**src/rtl/uart_tx_feed_pkg.sv**
```systemverilog
// Shared types and constants for the uart_tx byte feeder.
package uart_tx_feed_pkg;

  localparam int BYTE_W = 8;

  typedef enum logic [1:0] {
    s_IDLE      = 2'd0,
    s_REQ       = 2'd1,
    s_WAIT_DONE = 2'd2
  } tx_feed_state_t;

endpackage

```
**src/rtl/uart_tx_fifo.sv**
```systemverilog
// Synchronous circular-buffer FIFO with occupancy, full/empty flags and a
// sticky overflow flag for writes dropped while full.
module uart_tx_fifo
  import uart_tx_feed_pkg::*;
#(
  parameter int DEPTH = 8,
  parameter int CW    = $clog2(DEPTH) + 1
) (
  input  logic              clk,
  input  logic              rst,
  input  logic              push,
  input  logic              pop,
  input  logic [BYTE_W-1:0] din,
  output logic [BYTE_W-1:0] dout,
  output logic [CW-1:0]     count,
  output logic              full,
  output logic              empty,
  output logic              overflow
);

  localparam int AW = $clog2(DEPTH);

  logic [BYTE_W-1:0] mem_q [DEPTH];
  logic [AW-1:0]     wr_ptr_q, wr_ptr_d;
  logic [AW-1:0]     rd_ptr_q, rd_ptr_d;
  logic [CW-1:0]     count_q, count_d;
  logic              overflow_q, overflow_d;
  logic              push_ok, pop_ok;

  // A pop in the same cycle frees a slot, so a write into a full FIFO still lands.
  always_comb begin
    pop_ok     = pop && (count_q != '0);
    push_ok    = push && ((count_q != CW'(DEPTH)) || pop_ok);
    wr_ptr_d   = push_ok ? wr_ptr_q + AW'(1) : wr_ptr_q;
    rd_ptr_d   = pop_ok  ? rd_ptr_q + AW'(1) : rd_ptr_q;
    overflow_d = overflow_q | (push & ~push_ok);
    count_d    = count_q;
    case ({push_ok, pop_ok})
      2'b10:   count_d = count_q + CW'(1);
      2'b01:   count_d = count_q - CW'(1);
      default: count_d = count_q;
    endcase
  end

  always_ff @(posedge clk or posedge rst) begin
    if (rst) begin
      wr_ptr_q   <= '0;
      rd_ptr_q   <= '0;
      count_q    <= '0;
      overflow_q <= 1'b0;
    end else begin
      wr_ptr_q   <= wr_ptr_d;
      rd_ptr_q   <= rd_ptr_d;
      count_q    <= count_d;
      overflow_q <= overflow_d;
    end
  end

  // Storage is never reset; stale entries are unreachable once pointers clear.
  always_ff @(posedge clk) begin
    if (push_ok) mem_q[wr_ptr_q] <= din;
  end

  assign dout     = mem_q[rd_ptr_q];
  assign count    = count_q;
  assign full     = (count_q == CW'(DEPTH));
  assign empty    = (count_q == '0);
  assign overflow = overflow_q;

endmodule

```
**src/rtl/uart_tx_feeder.sv**
```systemverilog
// Buffers producer bytes and hands them one at a time to uart_tx using its
// DV / Active / Done handshake.
module uart_tx_feeder
  import uart_tx_feed_pkg::*;
#(
  parameter int DEPTH = 8,
  parameter int CW    = $clog2(DEPTH) + 1
) (
  input  logic              i_Clock,
  input  logic              i_Reset,
  input  logic              i_Wr_DV,
  input  logic [BYTE_W-1:0] i_Wr_Byte,
  output logic              o_Full,
  output logic              o_Empty,
  output logic [CW-1:0]     o_Count,
  output logic              o_Overflow,
  output logic              o_Tx_DV,
  output logic [BYTE_W-1:0] o_Tx_Byte,
  input  logic              i_Tx_Active,
  input  logic              i_Tx_Done,
  output logic              o_Busy
);

  tx_feed_state_t    state_q, state_d;
  logic [BYTE_W-1:0] tx_byte_q, tx_byte_d;
  logic [BYTE_W-1:0] fifo_dout;
  logic              fifo_empty;
  logic              pop;

  uart_tx_fifo #(
    .DEPTH(DEPTH),
    .CW   (CW)
  ) u_fifo (
    .clk     (i_Clock),
    .rst     (i_Reset),
    .push    (i_Wr_DV),
    .pop     (pop),
    .din     (i_Wr_Byte),
    .dout    (fifo_dout),
    .count   (o_Count),
    .full    (o_Full),
    .empty   (fifo_empty),
    .overflow(o_Overflow)
  );

  // Done/Active are only honoured in the state that waits for them.
  always_comb begin
    state_d   = state_q;
    tx_byte_d = tx_byte_q;
    pop       = 1'b0;
    case (state_q)
      s_IDLE: begin
        if (!fifo_empty) begin
          pop       = 1'b1;
          tx_byte_d = fifo_dout;
          state_d   = s_REQ;
        end
      end
      s_REQ:       if (i_Tx_Active) state_d = s_WAIT_DONE;
      s_WAIT_DONE: if (i_Tx_Done)   state_d = s_IDLE;
      default:     state_d = s_IDLE;
    endcase
  end

  always_ff @(posedge i_Clock or posedge i_Reset) begin
    if (i_Reset) begin
      state_q   <= s_IDLE;
      tx_byte_q <= '0;
    end else begin
      state_q   <= state_d;
      tx_byte_q <= tx_byte_d;
    end
  end

  assign o_Tx_DV   = (state_q == s_REQ);
  assign o_Tx_Byte = tx_byte_q;
  assign o_Empty   = fifo_empty;
  assign o_Busy    = (state_q != s_IDLE) || !fifo_empty;

endmodule

```
**config.mk**
```make
export PLATFORM = sky130hd
export DESIGN_NAME = uart_tx_feeder
export DESIGN_NICKNAME = d
export VERILOG_FILES = /design/src/rtl/uart_tx_feed_pkg.sv /design/src/rtl/uart_tx_fifo.sv /design/src/rtl/uart_tx_feeder.sv
export SDC_FILE = /design/constraint.sdc
export NUM_CORES = 1
export LEC_CHECK = 0
export ABC_AREA = 1
export BUFFER_PORTS_ARGS = -buffer_cell sky130_fd_sc_hd__buf_2
export CAP_MARGIN = 20
export CELL_PAD_IN_SITES_DETAIL_PLACEMENT = 0
export CELL_PAD_IN_SITES_GLOBAL_PLACEMENT = 1
export CORE_MARGIN = 3
export CORE_UTILIZATION = 47
export DETAILED_ROUTE_END_ITERATION = 12
export PLACE_DENSITY_LB_ADDON = 0.05
export SYNTH_ARGS = -nofsm -noshare
export SYNTH_HDL_FRONTEND = slang
export SYNTH_SLANG_ARGS = --single-unit
export TNS_END_PERCENT = 30
```
**constraint.sdc**
```tcl
create_clock -name i_Clock -period 2.3 [get_ports i_Clock]
set_input_delay 0.345 -clock i_Clock [delete_from_list [all_inputs] [get_ports i_Clock]]
set_output_delay 0.345 -clock i_Clock [all_outputs]
set_load 0.01 [all_outputs]
```
==> Flow_metrics.wiki <==
{| class="wikitable"
! Metric !! Value
|-
| Combinational cell fraction of total power || 0.367
|-
| Post-Place Cells || roughly 420
|-
| Count of hold buffers inserted by post-cts repair || 0
|-
| CTS Buf Count || 9
|-
| Total core area || 0.007019 mm²
|-
| Netlist area before placement || 0.003522 mm²
|-
| Post-CTS setup-driven buffer insertion count || 0
|-
| Seq cells post-synth || 85
|-
| Status || complete, no violations
|-
| Ys flop type || edfxtp_1
|-
| Type of element launching the critical path || flip-flop
|-
| Post-route standard cell area excluding fillers || 0.003981 mm²
|-
| Die span in y || 92.57 µm
|-
| Data required time of the worst path || 2.29 ns
|-
| Width of the chip || between 90 and 100 µm
|-
| Final ANT Viol Nets || 0
|-
| Area of all sequential standard cells || between 0.002 and 0.0025 mm²
|-
| Leading post-synthesis cells by cell area || edfxtp_1 55%, dfrtp_1 15%, nor2_1 6.0%
|-
| Number of instances resized during post-cts repair || 0
|-
| Initial cell density of the core || 0.5018
|-
| Number of nets produced by synthesis || 319
|-
| Placed wire-length estimate after detailed placement || 4623 µm
|-
| Mean Syn Cell Area || 11.70 µm²
|-
| Final RePlAce weighted congestion || 0.7461
|-
| Arrival @ worst endpoint || 1.94 ns
|-
| Boundary Pins || 30
|-
| Placed cell area || ~0.0038 mm²
|-
| Insertion delay to the later sink of the worst-skew pair || between 0.3 and 0.4 ns
|-
| Transition time of the tightest slew-check pin || slightly below 0.8 ns
|-
| Fin. max-slew vios || 0
|-
| Dominant cell type by area after synthesis || edfxtp_1
|-
| Count of synthesis-stage warnings from yosys || 0
|-
| Clock skew after layout || 0.01061 ns
|-
| Cell chosen for the clock root || clkbuf_8
|-
| Largest net degree at the start of global routing || 35
|-
| Maximum count of clock buffers along a single path || 2
|-
| RSZ-0062 raised after global routing || false
|-
| Area taken by multi-input logic gates || 949.7 µm²
|-
| Top fanout value on the critical path || 17
|-
| Number of antenna violations at the first check in global routing || 0
|-
| Switching share of total power || 0.3791
|-
| Maximum operating frequency || 513.0 MHz
|-
| H-tree lvl count || 3
|-
| Tot GR Track Use || 0.1762
|-
| Number of remaining DRC errors || 0
|-
| Routed length per placed instance || between 15 and 20 µm
|-
| Filler-free cell count of the finished design || 437
|-
| Switching power total || 1.973 mW
|-
| Number of filler instances in the final layout || a little over 600
|-
| Sum of negative setup slack || 0 ns
|-
| Number of synthesized flops with an enable pin || 64
|-
| Proportion of power drawn by flip-flops and latches || 0.426
|-
| Portion of synthesized cell area occupied by the leading cell type || 0.5456
|-
| Number of DRC markers in iteration 0 || 154
|-
| Via density per instance || between 5 and 6
|-
| Share of flip-flops with an asynchronous set or reset after synthesis || 0.2471
|-
| Global-route wire length before repair || roughly 11000 µm
|-
| Top post-synthesis cells by count || 64 x edfxtp_1, 56 x nor2_1, 38 x nand2_1
|-
| Number of global-route vias before repair || 2148
|-
| Most common cell in the netlist || edfxtp_1
|-
| Fraction of final layout cells with drive strength greater than 1 || 0.1994
|-
| DR vias || about 2300
|-
| Max-slew headroom || 0.4706
|-
| Area of the die || 0.008568 mm²
|-
| Cell Rows || 30
|-
| Part of the total power dissipated in the clock network || 0.207
|-
| Post-Route WL || 7000 µm
|-
| Utilization after layout || 0.5672
|-
| Clk slew on worst S/H paths || 0.08 ns
|-
| Static leakage || 1.553 nW
|-
| Diodes inserted || 0
|-
| Pint || ~3.2 mW
|-
| Critical path class || flip-flop to flip-flop
|-
| TritonCTS clock tree || yes
|-
| Leftover overflow at the end of global routing || 0
|-
| Area overhead of the layout relative to synthesis || 13.04%
|-
| Tightest hold margin || 0.1361 ns
|-
| Power density relative to cell area || 1307 mW/mm²
|-
| Number of buffers added on ports || 29
|-
| Count of distinct cell types in the synthesized netlist || 27
|-
| Maximum Capacitance Violations || 0
|-
| Final Net Count || 354
|-
| Total setup violations reported at the end of the flow || 0
|-
| Sequential-to-total area share from yosys stat || 0.6948
|-
| Pre-antenna DRT Iters || 4
|-
| Minimum clock period || 1.949 ns
|-
| Sinks on Clock Net || between 80 and 90
|-
| Post-route clock period utilization || 0.8475
|-
| Final hold violations || 0
|-
| CP endpoint kind || flip-flop
|-
| Peak VDD IR || 636.5 µV
|-
| Cells after Synth || 301
|-
| Hold Path Class || input port to async pin
|}
==> registers in the layout (all words and copies together), names as in the netlist <==
signal / cells
u_fifo.mem_q: 64
o_Tx_Byte: 8
u_fifo.count: 4
u_fifo.rd_ptr_q: 3
u_fifo.wr_ptr_q: 3
state_q: 2
u_fifo.overflow: 1
==> cells by family (layout without fill, tap and decap cells) <==
kind of cell / count (synthesis) / after routing / synth area share
AND/OR/NAND/NOR: 123 / 123 / 0.1506
flip-flops: 85 / 85 / 0.6948
AO/OA/AOI/OAI: 54 / 54 / 0.08917
buffers and inverters: 30 / 70 / 0.03552
adder cells (fa/ha/maj): 5 / 5 / 0.01989
XOR/XNOR: 4 / 4 / 0.009949
==> worst max-delay path, stage by stage, from the launching register on <==
cell and delay, ns:
dfrtp_1 0.40, nor2_2 0.18, nand2_4 0.18, nand2_2 0.11, nand2_2 0.06, or2_4 0.26, nor2_2 0.39
==> stage by stage <==
step / worst slack (ns) / total power [mW]
final: 0.3507 / 5.205
after global routing: 0.1814 / 5.585
after CTS: 0.3134 / 5.250
after detailed placement: 0.3428 / 4.175
after global placement: 0.3732 / 4.169
after floorplan: 0.5864 / 3.600
==> worst paths after layout <==
path / end / cells past startpoint / slack, ns / start
hold / removal: o_Tx_Byte[1] / 2 / 0.14 / i_Reset
min in group i_Clock: state_q[0] / 2 / 0.21 / i_Tx_Active
setup / recovery: u_fifo.mem_q[2][6] / 6 / 0.35 / state_q[0]
max in group asynchronous: u_fifo.wr_ptr_q[0] / 2 / 1.67 / i_Reset
hold reg to reg: u_fifo.overflow / 1 / 0.47 / u_fifo.overflow
setup reg to reg: u_fifo.mem_q[2][6] / 6 / 0.35 / state_q[0]
==> layout by cell type, fill, tap and decap left out <==
master / synthesis / routed
buf_2: 9 / 29
clkbuf_8: 0 / 9
fa_1: 1 / 1
o211ai_1: 16 / 16
a31o_2: 1 / 1
nand2_2: 4 / 4
nand2_1: 38 / 38
clkinv_1: 1 / 1
clkbuf_16: 0 / 1
clkbuf_1: 1 / 2
bufinv_16: 0 / 1
o21ai_0: 24 / 24
inv_1: 13 / 13
nand4_1: 1 / 1
dfrtp_1: 21 / 21
inv_4: 0 / 1
nand3b_1: 1 / 1
inv_2: 5 / 5
xnor2_1: 1 / 1
nand2_4: 1 / 1
clkinv_2: 0 / 2
o21ai_1: 11 / 11
buf_4: 0 / 6
edfxtp_1: 64 / 64
nand3_1: 14 / 14
nor2_1: 56 / 56
a21oi_1: 2 / 2
xor2_1: 3 / 3
or2_4: 1 / 1
nor2_4: 1 / 1
ha_1: 4 / 4
nor2_2: 6 / 6
==> cell type report <==
cell class | count | area share
Multi-Input combinational cell | 186 | 0.2385
Timing Repair Buffer | 35 | 0.04777
Clock buffer | 12 | 0.03928
Clock inverter | 4 | 0.01163
Sequential cell | 85 | 0.6147
Tap cell | 96 | 0.03017
Inverter | 19 | 0.01791
==> power by group through the flow <==
stage | sequential [mW] | combinational (mW) | clock (mW)
finish | 2.22 | 1.91 | 1.08
global route | 2.25 | 2.16 | 1.17
CTS | 2.22 | 1.93 | 1.10
detailed placement | 2.25 | 1.93 | 0
global placement | 2.24 | 1.93 | 0
floorplan | 2.26 | 1.34 | 0
==> layer usage <==
| layer | track usage | routed length [µm] | up-vias |
|---|---|---|---|
| li1 | - | - | 1109 |
| met1 | 0.2432 | 3390 | 1098 |
| met2 | 0.2634 | 3224 | 37 |
| met3 | 0.04224 | 211 | 15 |
| met4 | 0.08292 | 174 | 0 |
| met5 | 0 | 0 | - |
(Power assumes the default switching activity.)
